## config.mk

```make
export PLATFORM = sky130hd
export DESIGN_NAME = mem_wb_skid_stage_flat
export DESIGN_NICKNAME = d
export VERILOG_FILES = /design/src/rtl/mem_wb_skid_stage_pkg.sv /design/src/rtl/mem_wb_skid_stage_if.sv /design/src/rtl/mem_wb_skid_stage_pipe_skid_buffer.sv /design/src/rtl/mem_wb_skid_stage.sv /design/src/flat_wrapper.sv
export SDC_FILE = /design/constraint.sdc
export NUM_CORES = 1
export LEC_CHECK = 0
export CELL_PAD_IN_SITES_DETAIL_PLACEMENT = 1
export CELL_PAD_IN_SITES_GLOBAL_PLACEMENT = 1
export CORE_MARGIN = 2
export CORE_UTILIZATION = 39
export CTS_BUF_LIST = sky130_fd_sc_hd__clkbuf_2
export DETAILED_ROUTE_END_ITERATION = 7
export PLACE_DENSITY_LB_ADDON = 0.1
export SYNTH_ARGS = -nofsm -noshare
export SYNTH_HDL_FRONTEND = slang
export SYNTH_SLANG_ARGS = --single-unit
```

## constraint.sdc

```tcl
create_clock -name clk -period 3.9 [get_ports clk]
set_input_delay 0.78 -clock clk [delete_from_list [all_inputs] [get_ports clk]]
set_output_delay 0.78 -clock clk [all_outputs]
set_load 0.02 [all_outputs]
```

## src/rtl/mem_wb_skid_stage_pkg.sv

```systemverilog
`default_nettype none
// ============================================================================
// Module   : mem_wb_skid_stage_pkg
// Purpose  : Shared MEM/WB pipeline constants, default widths and payload type.
// Revision : 1.0
// ============================================================================
package mem_wb_skid_stage_pkg;

    localparam int DEF_DATA_W = 32;
    localparam int DEF_REG_AW = 5;
    localparam int DEF_WB_W   = 2;

    localparam int WB_REGWRITE = 0;
    localparam int WB_MEMTOREG = 1;

    typedef struct packed {
        logic [DEF_DATA_W-1:0] mem_data;
        logic [DEF_DATA_W-1:0] alu_result;
        logic [DEF_REG_AW-1:0] wr_reg;
        logic [DEF_WB_W-1:0]   wb;
    } mem_wb_payload_t;

    function automatic int payload_bits(input int dw, input int aw, input int ww);
        return 2 * dw + aw + ww;
    endfunction

endpackage
`default_nettype wire

```

## src/rtl/mem_wb_skid_stage_if.sv

```systemverilog
`default_nettype none
// ============================================================================
// Module   : mem_wb_skid_stage_if
// Purpose  : MEM/WB handshake, payload and writeback bundle.
// Revision : 1.0
// ============================================================================
interface mem_wb_skid_stage_if #(
    parameter int DATA_W = mem_wb_skid_stage_pkg::DEF_DATA_W,
    parameter int REG_AW = mem_wb_skid_stage_pkg::DEF_REG_AW,
    parameter int WB_W   = mem_wb_skid_stage_pkg::DEF_WB_W,
    parameter int CNT_W  = 16
);
    import mem_wb_skid_stage_pkg::*;

    logic              in_valid;
    logic              in_ready;
    logic [DATA_W-1:0] in_mem_data;
    logic [DATA_W-1:0] in_alu_result;
    logic [REG_AW-1:0] in_wr_reg;
    logic [WB_W-1:0]   in_wb;
    logic              out_valid;
    logic              out_ready;
    logic [DATA_W-1:0] out_mem_data;
    logic [DATA_W-1:0] out_alu_result;
    logic [REG_AW-1:0] out_wr_reg;
    logic [WB_W-1:0]   out_wb;
    logic              wb_wr_en;
    logic [DATA_W-1:0] wb_wr_data;
    logic [CNT_W-1:0]  retire_cnt;

    modport master (
        output in_valid, in_mem_data, in_alu_result, in_wr_reg, in_wb, out_ready,
        input  in_ready, out_valid, out_mem_data, out_alu_result, out_wr_reg,
               out_wb, wb_wr_en, wb_wr_data, retire_cnt
    );

    modport slave (
        input  in_valid, in_mem_data, in_alu_result, in_wr_reg, in_wb, out_ready,
        output in_ready, out_valid, out_mem_data, out_alu_result, out_wr_reg,
               out_wb, wb_wr_en, wb_wr_data, retire_cnt
    );

endinterface
`default_nettype wire

```

## src/rtl/mem_wb_skid_stage_pipe_skid_buffer.sv

```systemverilog
`default_nettype none
// ============================================================================
// Module   : pipe_skid_buffer
// Purpose  : Generic 2-entry valid/ready skid register with synchronous flush.
// Revision : 1.0
// ============================================================================
module pipe_skid_buffer #(
    parameter int W = 8
) (
    input  wire logic         clk,
    input  wire logic         reset,
    input  wire logic         flush,
    input  wire logic         i_valid,
    output logic              o_ready,
    input  wire logic [W-1:0] i_data,
    output logic              o_valid,
    input  wire logic         i_ready,
    output logic [W-1:0]      o_data
);
    import mem_wb_skid_stage_pkg::*;

    logic         r_m_valid;
    logic [W-1:0] r_m_data;
    logic         r_s_valid;
    logic [W-1:0] r_s_data;
    logic         w_in_fire;
    logic         w_out_fire;

    // Ready is a pure function of the skid flop, so it never depends on i_ready.
    assign o_ready    = ~r_s_valid;
    assign o_valid    = r_m_valid;
    assign o_data     = r_m_data;
    assign w_in_fire  = i_valid & ~r_s_valid;
    assign w_out_fire = r_m_valid & i_ready;

    always_ff @(posedge clk) begin
        if (!reset) begin
            r_m_valid <= 1'b0;
            r_m_data  <= '0;
            r_s_valid <= 1'b0;
            r_s_data  <= '0;
        end else if (flush) begin
            r_m_valid <= 1'b0;
            r_m_data  <= '0;
            r_s_valid <= 1'b0;
            r_s_data  <= '0;
        end else if (!r_m_valid || w_out_fire) begin
            if (r_s_valid) begin
                r_m_valid <= 1'b1;
                r_m_data  <= r_s_data;
                r_s_valid <= 1'b0;
            end else if (w_in_fire) begin
                r_m_valid <= 1'b1;
                r_m_data  <= i_data;
            end else begin
                r_m_valid <= 1'b0;
            end
        end else if (w_in_fire) begin
            r_s_valid <= 1'b1;
            r_s_data  <= i_data;
        end
    end

endmodule
`default_nettype wire

```

## src/rtl/mem_wb_skid_stage.sv

```systemverilog
`default_nettype none
// ============================================================================
// Module   : mem_wb_skid_stage
// Purpose  : MEM/WB boundary with skid buffer, writeback select and retire count.
// Revision : 1.0
// ============================================================================
module mem_wb_skid_stage #(
    parameter int DATA_W = mem_wb_skid_stage_pkg::DEF_DATA_W,
    parameter int REG_AW = mem_wb_skid_stage_pkg::DEF_REG_AW,
    parameter int WB_W   = mem_wb_skid_stage_pkg::DEF_WB_W,
    parameter int CNT_W  = 16
) (
    input  wire logic           clk,
    input  wire logic           reset,
    input  wire logic           flush,
    mem_wb_skid_stage_if.slave  bus
);
    import mem_wb_skid_stage_pkg::*;

    localparam int               P_W       = payload_bits(DATA_W, REG_AW, WB_W);
    localparam logic [CNT_W-1:0] c_CNT_ONE = {{(CNT_W-1){1'b0}}, 1'b1};
    localparam logic [CNT_W-1:0] c_CNT_MAX = {CNT_W{1'b1}};

    logic [P_W-1:0]   w_in_payload;
    logic [P_W-1:0]   w_out_payload;
    logic             w_out_valid;
    logic             w_out_fire;
    logic [CNT_W-1:0] r_retire_cnt;

    assign w_in_payload = {bus.in_mem_data, bus.in_alu_result, bus.in_wr_reg, bus.in_wb};

    pipe_skid_buffer #(
        .W (P_W)
    ) u_skid (
        .clk     (clk),
        .reset   (reset),
        .flush   (flush),
        .i_valid (bus.in_valid),
        .o_ready (bus.in_ready),
        .i_data  (w_in_payload),
        .o_valid (w_out_valid),
        .i_ready (bus.out_ready),
        .o_data  (w_out_payload)
    );

    assign {bus.out_mem_data, bus.out_alu_result, bus.out_wr_reg, bus.out_wb} = w_out_payload;
    assign bus.out_valid = w_out_valid;
    assign w_out_fire    = w_out_valid & bus.out_ready;

    // Register 0 is hardwired zero, so writes to it are dropped here.
    assign bus.wb_wr_data = bus.out_wb[WB_MEMTOREG] ? bus.out_mem_data : bus.out_alu_result;
    assign bus.wb_wr_en   = w_out_fire & bus.out_wb[WB_REGWRITE] & (bus.out_wr_reg != '0);

    // A retirement during a flush cycle still counts; the counter saturates.
    always_ff @(posedge clk) begin
        if (!reset) begin
            r_retire_cnt <= '0;
        end else if (w_out_fire && (r_retire_cnt != c_CNT_MAX)) begin
            r_retire_cnt <= r_retire_cnt + c_CNT_ONE;
        end
    end

    assign bus.retire_cnt = r_retire_cnt;

endmodule
`default_nettype wire

```

## src/flat_wrapper.sv

```systemverilog
// flat-port wrapper written by rule: the top's interface ports become plain ports
module mem_wb_skid_stage_flat import mem_wb_skid_stage_pkg::*;
#(
    parameter int DATA_W = mem_wb_skid_stage_pkg::DEF_DATA_W,
    parameter int REG_AW = mem_wb_skid_stage_pkg::DEF_REG_AW,
    parameter int WB_W   = mem_wb_skid_stage_pkg::DEF_WB_W,
    parameter int CNT_W  = 16
)
  (clk, reset, flush, bus_in_valid, bus_in_mem_data, bus_in_alu_result, bus_in_wr_reg, bus_in_wb, bus_out_ready, bus_in_ready, bus_out_valid, bus_out_mem_data, bus_out_alu_result, bus_out_wr_reg, bus_out_wb, bus_wb_wr_en, bus_wb_wr_data, bus_retire_cnt);
  mem_wb_skid_stage_if #(.DATA_W(DATA_W), .REG_AW(REG_AW), .WB_W(WB_W), .CNT_W(CNT_W)) bus_i ();
  input  wire logic clk;
  input  wire logic reset;
  input  wire logic flush;
  input wire logic [$bits(bus_i.in_valid)-1:0] bus_in_valid;
  input wire logic [$bits(bus_i.in_mem_data)-1:0] bus_in_mem_data;
  input wire logic [$bits(bus_i.in_alu_result)-1:0] bus_in_alu_result;
  input wire logic [$bits(bus_i.in_wr_reg)-1:0] bus_in_wr_reg;
  input wire logic [$bits(bus_i.in_wb)-1:0] bus_in_wb;
  input wire logic [$bits(bus_i.out_ready)-1:0] bus_out_ready;
  output wire logic [$bits(bus_i.in_ready)-1:0] bus_in_ready;
  output wire logic [$bits(bus_i.out_valid)-1:0] bus_out_valid;
  output wire logic [$bits(bus_i.out_mem_data)-1:0] bus_out_mem_data;
  output wire logic [$bits(bus_i.out_alu_result)-1:0] bus_out_alu_result;
  output wire logic [$bits(bus_i.out_wr_reg)-1:0] bus_out_wr_reg;
  output wire logic [$bits(bus_i.out_wb)-1:0] bus_out_wb;
  output wire logic [$bits(bus_i.wb_wr_en)-1:0] bus_wb_wr_en;
  output wire logic [$bits(bus_i.wb_wr_data)-1:0] bus_wb_wr_data;
  output wire logic [$bits(bus_i.retire_cnt)-1:0] bus_retire_cnt;
  assign bus_i.in_valid = bus_in_valid;
  assign bus_i.in_mem_data = bus_in_mem_data;
  assign bus_i.in_alu_result = bus_in_alu_result;
  assign bus_i.in_wr_reg = bus_in_wr_reg;
  assign bus_i.in_wb = bus_in_wb;
  assign bus_i.out_ready = bus_out_ready;
  assign bus_in_ready = bus_i.in_ready;
  assign bus_out_valid = bus_i.out_valid;
  assign bus_out_mem_data = bus_i.out_mem_data;
  assign bus_out_alu_result = bus_i.out_alu_result;
  assign bus_out_wr_reg = bus_i.out_wr_reg;
  assign bus_out_wb = bus_i.out_wb;
  assign bus_wb_wr_en = bus_i.wb_wr_en;
  assign bus_wb_wr_data = bus_i.wb_wr_data;
  assign bus_retire_cnt = bus_i.retire_cnt;
  mem_wb_skid_stage #(.DATA_W(DATA_W), .REG_AW(REG_AW), .WB_W(WB_W), .CNT_W(CNT_W)) u_core (.clk(clk), .reset(reset), .flush(flush), .bus(bus_i));
endmodule
```

==> impl_metrics.csv, run 1 <==
group,metric,value,unit
floorplanning,die-height,136,µm
floorplanning,die_area,0.0184,mm²
timing,finalSetupTns,0,ns
timing,period_minus_slack,3.40,ns
yosys,synthDistinctLibCells,36,
global_routing,grt_pass1_wl,32.6,mm
yosys,syn_inst,766,
outcome,status,"complete, no violations",
timing,finalMaxSlewViolations,0,
yosys,syn-num-nets,843,
drt,drc_errors,0,
power_and_ir_drop,internal_power,2.31,mW
power_and_ir_drop,power.switching,0.842,mW
placed_design,gp_congestion,0.767,
clock_tree,clockBufferDepth,2,
cells_and_area,nets,1007,
clock_tree,hold_buffers,0,
drt,ant_nets,0,
timing,max_freq,0.294,GHz
timing,tightest_slew,0.894,ns
drt,avgRoutedWirePerCell,17.4,µm
yosys,yosys.area.top_type_share,47.4,%
power_and_ir_drop,pwr-share-clk,31.6,%
floorplanning,rows,48,
critical_path,startpoint_type,"flip-flop",
global_routing,antenna_found_initial,1,
critical_path,crit_type,"flip-flop to output port",
global_routing,overflow,0,
drt,wl_met2,10.4,mm
clock_tree,cts_tree,"built",
cells_and_area,drive_above_1_share,8.49,%
clock_tree,path_clk_slew,0.20,ns
cells_and_area,design_area,0.00914,mm²
timing,hold_viol_final,0,
global_routing,grt_use_total,22.3,%
yosys,syn_area_per_cell,8.82,µm²
critical_path,cp-end-kind,"output port",
yosys,seq_area_frac_synth,47.4,%
power_and_ir_drop,swShare,26.7,%
cells_and_area,areaGrowthSynthToFinish,35.2,%
placed_design,detailed_place_hpwl,13.7,mm
global_routing,grt_pass1_vias,6528,
floorplanning,core,0.0171,mm²
timing,post-route-period-util,87.3,%
placed_design,port_buffers,197,
global_routing,grt_max_degree,87,
power_and_ir_drop,peakVddDrop,0.163,mV
drt,wl_met3,1.23,mm
clock_tree,post_cts.repair.setup_buffers,0,
power_and_ir_drop,power.share.combinational,14.1,%
hold_path,hp-class,"flip-flop to flip-flop",
power_and_ir_drop,finalPower,3.15,mW
yosys,synthesis.area,0.00676,mm²
placed_design,placed_cell_area,0.00887,mm²
floorplanning,die_w,136,µm
power_and_ir_drop,power.density,345,mW/mm²
drt,top_layer,"met4",
timing,setup_violations,0,
yosys,netlist_top_cells_area,"dfxtp_1, mux2i_1, nand2_1",
drt,firstDrtPassIters,4,
timing,fin_skew,0.0454,ns
floorplanning,io_pins,198,
yosys,ys_warn_count,0,
timing,hold_slack,0.470,ns
flow_run,cap_violations,0,
power_and_ir_drop,p_leak,2.99,nW
drt,vias,6230,
critical_path,cp_max_fo,17,
critical_path,required,3.12,ns
power_and_ir_drop,sequentialPowerShare,54.3,%
timing,relSlewSlack,40.4,%
critical_path,cp_data_arrival_time,2.62,ns
yosys,synth-seq-cells,160,
clock_tree,cts_root_buffer,"clkbuf_2",
clock_tree,cts_made_buffers,17,
drt,wl,20.3,mm
clock_tree,clk_latency,0.74,ns
clock_tree,cts_resized,0,
drt,drt_iter0_drc,307,
timing,rsz0062_at_grt,"no",
clock_tree,htreeDepth,4,
drt,wl_met1,8.49,mm
floorplanning,start_util,39.5,%
yosys,yosys.area.top_type,"dfxtp_1",
drt,viasPerCell,5.33,
clock_tree,cts_sinks,160,
## per-stage QoR
step,utilization (%),setup slack (ns),cells
5_1_grt,53.4,0.281,1169
3_5_place_dp,51.8,0.807,1136
6_report,53.4,0.496,1169
2_1_floorplan,-,1.68,766
3_3_place_gp,51.8,0.802,1136
4_1_cts,53.4,0.379,1167
## metal layers
metal / vias up / global-route usage [%]
met4: 0 / 5.79
li1: 3007 / -
met1: 3056 / 25.4
met2: 143 / 40.8
met3: 24 / 6.47
met5: - / 0
## cell families after synthesis
logic type	Yosys count	synth area share, %
mux	104	16.0
buf+inv	66	4.28
fa+ha+maj	1	0.185
simple gates	262	15.9
xor+xnor	2	0.259
compound gates	171	16.0
flops	160	47.4
## cell type report
class	count	area, µm²
Fill cell	1967	7980
Inverter	4	15.0
Clock inverter	12	166
Antenna cell	2	5.00
Clock buffer	19	95.1
Sequential cell	160	3210
Tap cell	225	282
Multi-Input combinational cell	540	3300
Timing Repair Buffer	207	2070
## power groups by stage
stage | sequential, mW | clock (mW) | combinational, mW
after detailed placement | 1.74 | 0 | 0.448
after global placement | 1.74 | 0 | 0.434
after floorplan | 1.77 | 0 | 0.181
after global routing | 1.72 | 1.09 | 0.481
after CTS | 1.71 | 1.03 | 0.450
final | 1.71 | 0.997 | 0.445
## flip-flops by register name (all words and copies together) (netlist names)
register                 count
u_core.u_skid.o_valid        1
u_core.bus.retire_cnt       16
u_core.u_skid.o_data        71
u_core.u_skid.r_s_data      71
u_core.u_skid.r_s_valid      1
## path summary, 6_finish.rpt
| path | depth (start not counted) | slack [ns] | startpoint | to |
|---|---|---|---|---|
| worst max-delay path | 3 | 0.50 | u_core.u_skid.o_data[1] | bus_wb_wr_data[2] |
| worst min register to register | 2 | 0.47 | u_core.u_skid.r_s_data[42] | u_core.u_skid.r_s_data[42] |
| worst max register to register | 5 | 1.70 | u_core.u_skid.r_s_valid | u_core.u_skid.o_data[21] |
| worst min-delay path | 2 | 0.47 | u_core.u_skid.r_s_data[42] | u_core.u_skid.r_s_data[42] |
## worst max-delay path, stage by stage, from the launching register on
cell	delay, ns
dfxtp_2	0.69
buf_4	0.31
mux2_2	0.35
clkdlybuf4s50_1	0.57
## cell usage after synthesis (all sizes together)
master	instances
or4	3
o41ai	1
a21oi	83
ha	1
inv	4
and4	2
o21a	1
a221oi	1
or3	9
nand2b	2
nor4	1
nand3	5
o31ai	3
o21ai	8
xor2	2
dfxtp	160
nor3	1
o31a	1
a211oi	71
nor2	77
mux2	32
o2111ai	1
nand4	7
mux2i	72
nor2b	1
and2	2
nand2	148
and3	4
buf	22
o311a	1
clkbuf	40
## placed cells by master, fill, tap and decap left out, types with 4 or more instances in the layout
cell / instances
a21oi_1: 81
nor2_1: 76
a211oi_1: 71
dfxtp_1: 158
mux2i_1: 72
or3_1: 9
bufinv_16: 4
nand4_1: 7
mux2_2: 32
buf_4: 8
inv_1: 4
nand2_1: 148
clkbuf_2: 19
clkdlybuf4s50_1: 197
o21ai_1: 6
nand3_1: 4
Note: power is estimated with default switching activity, not from simulation.
==> run 2: changes to the inputs <==
- CTS_CLUSTER_DIAMETER: unset -> 40
==> results of run 2 <==
Final layout, timing and power as in run 1 (identical DEF).
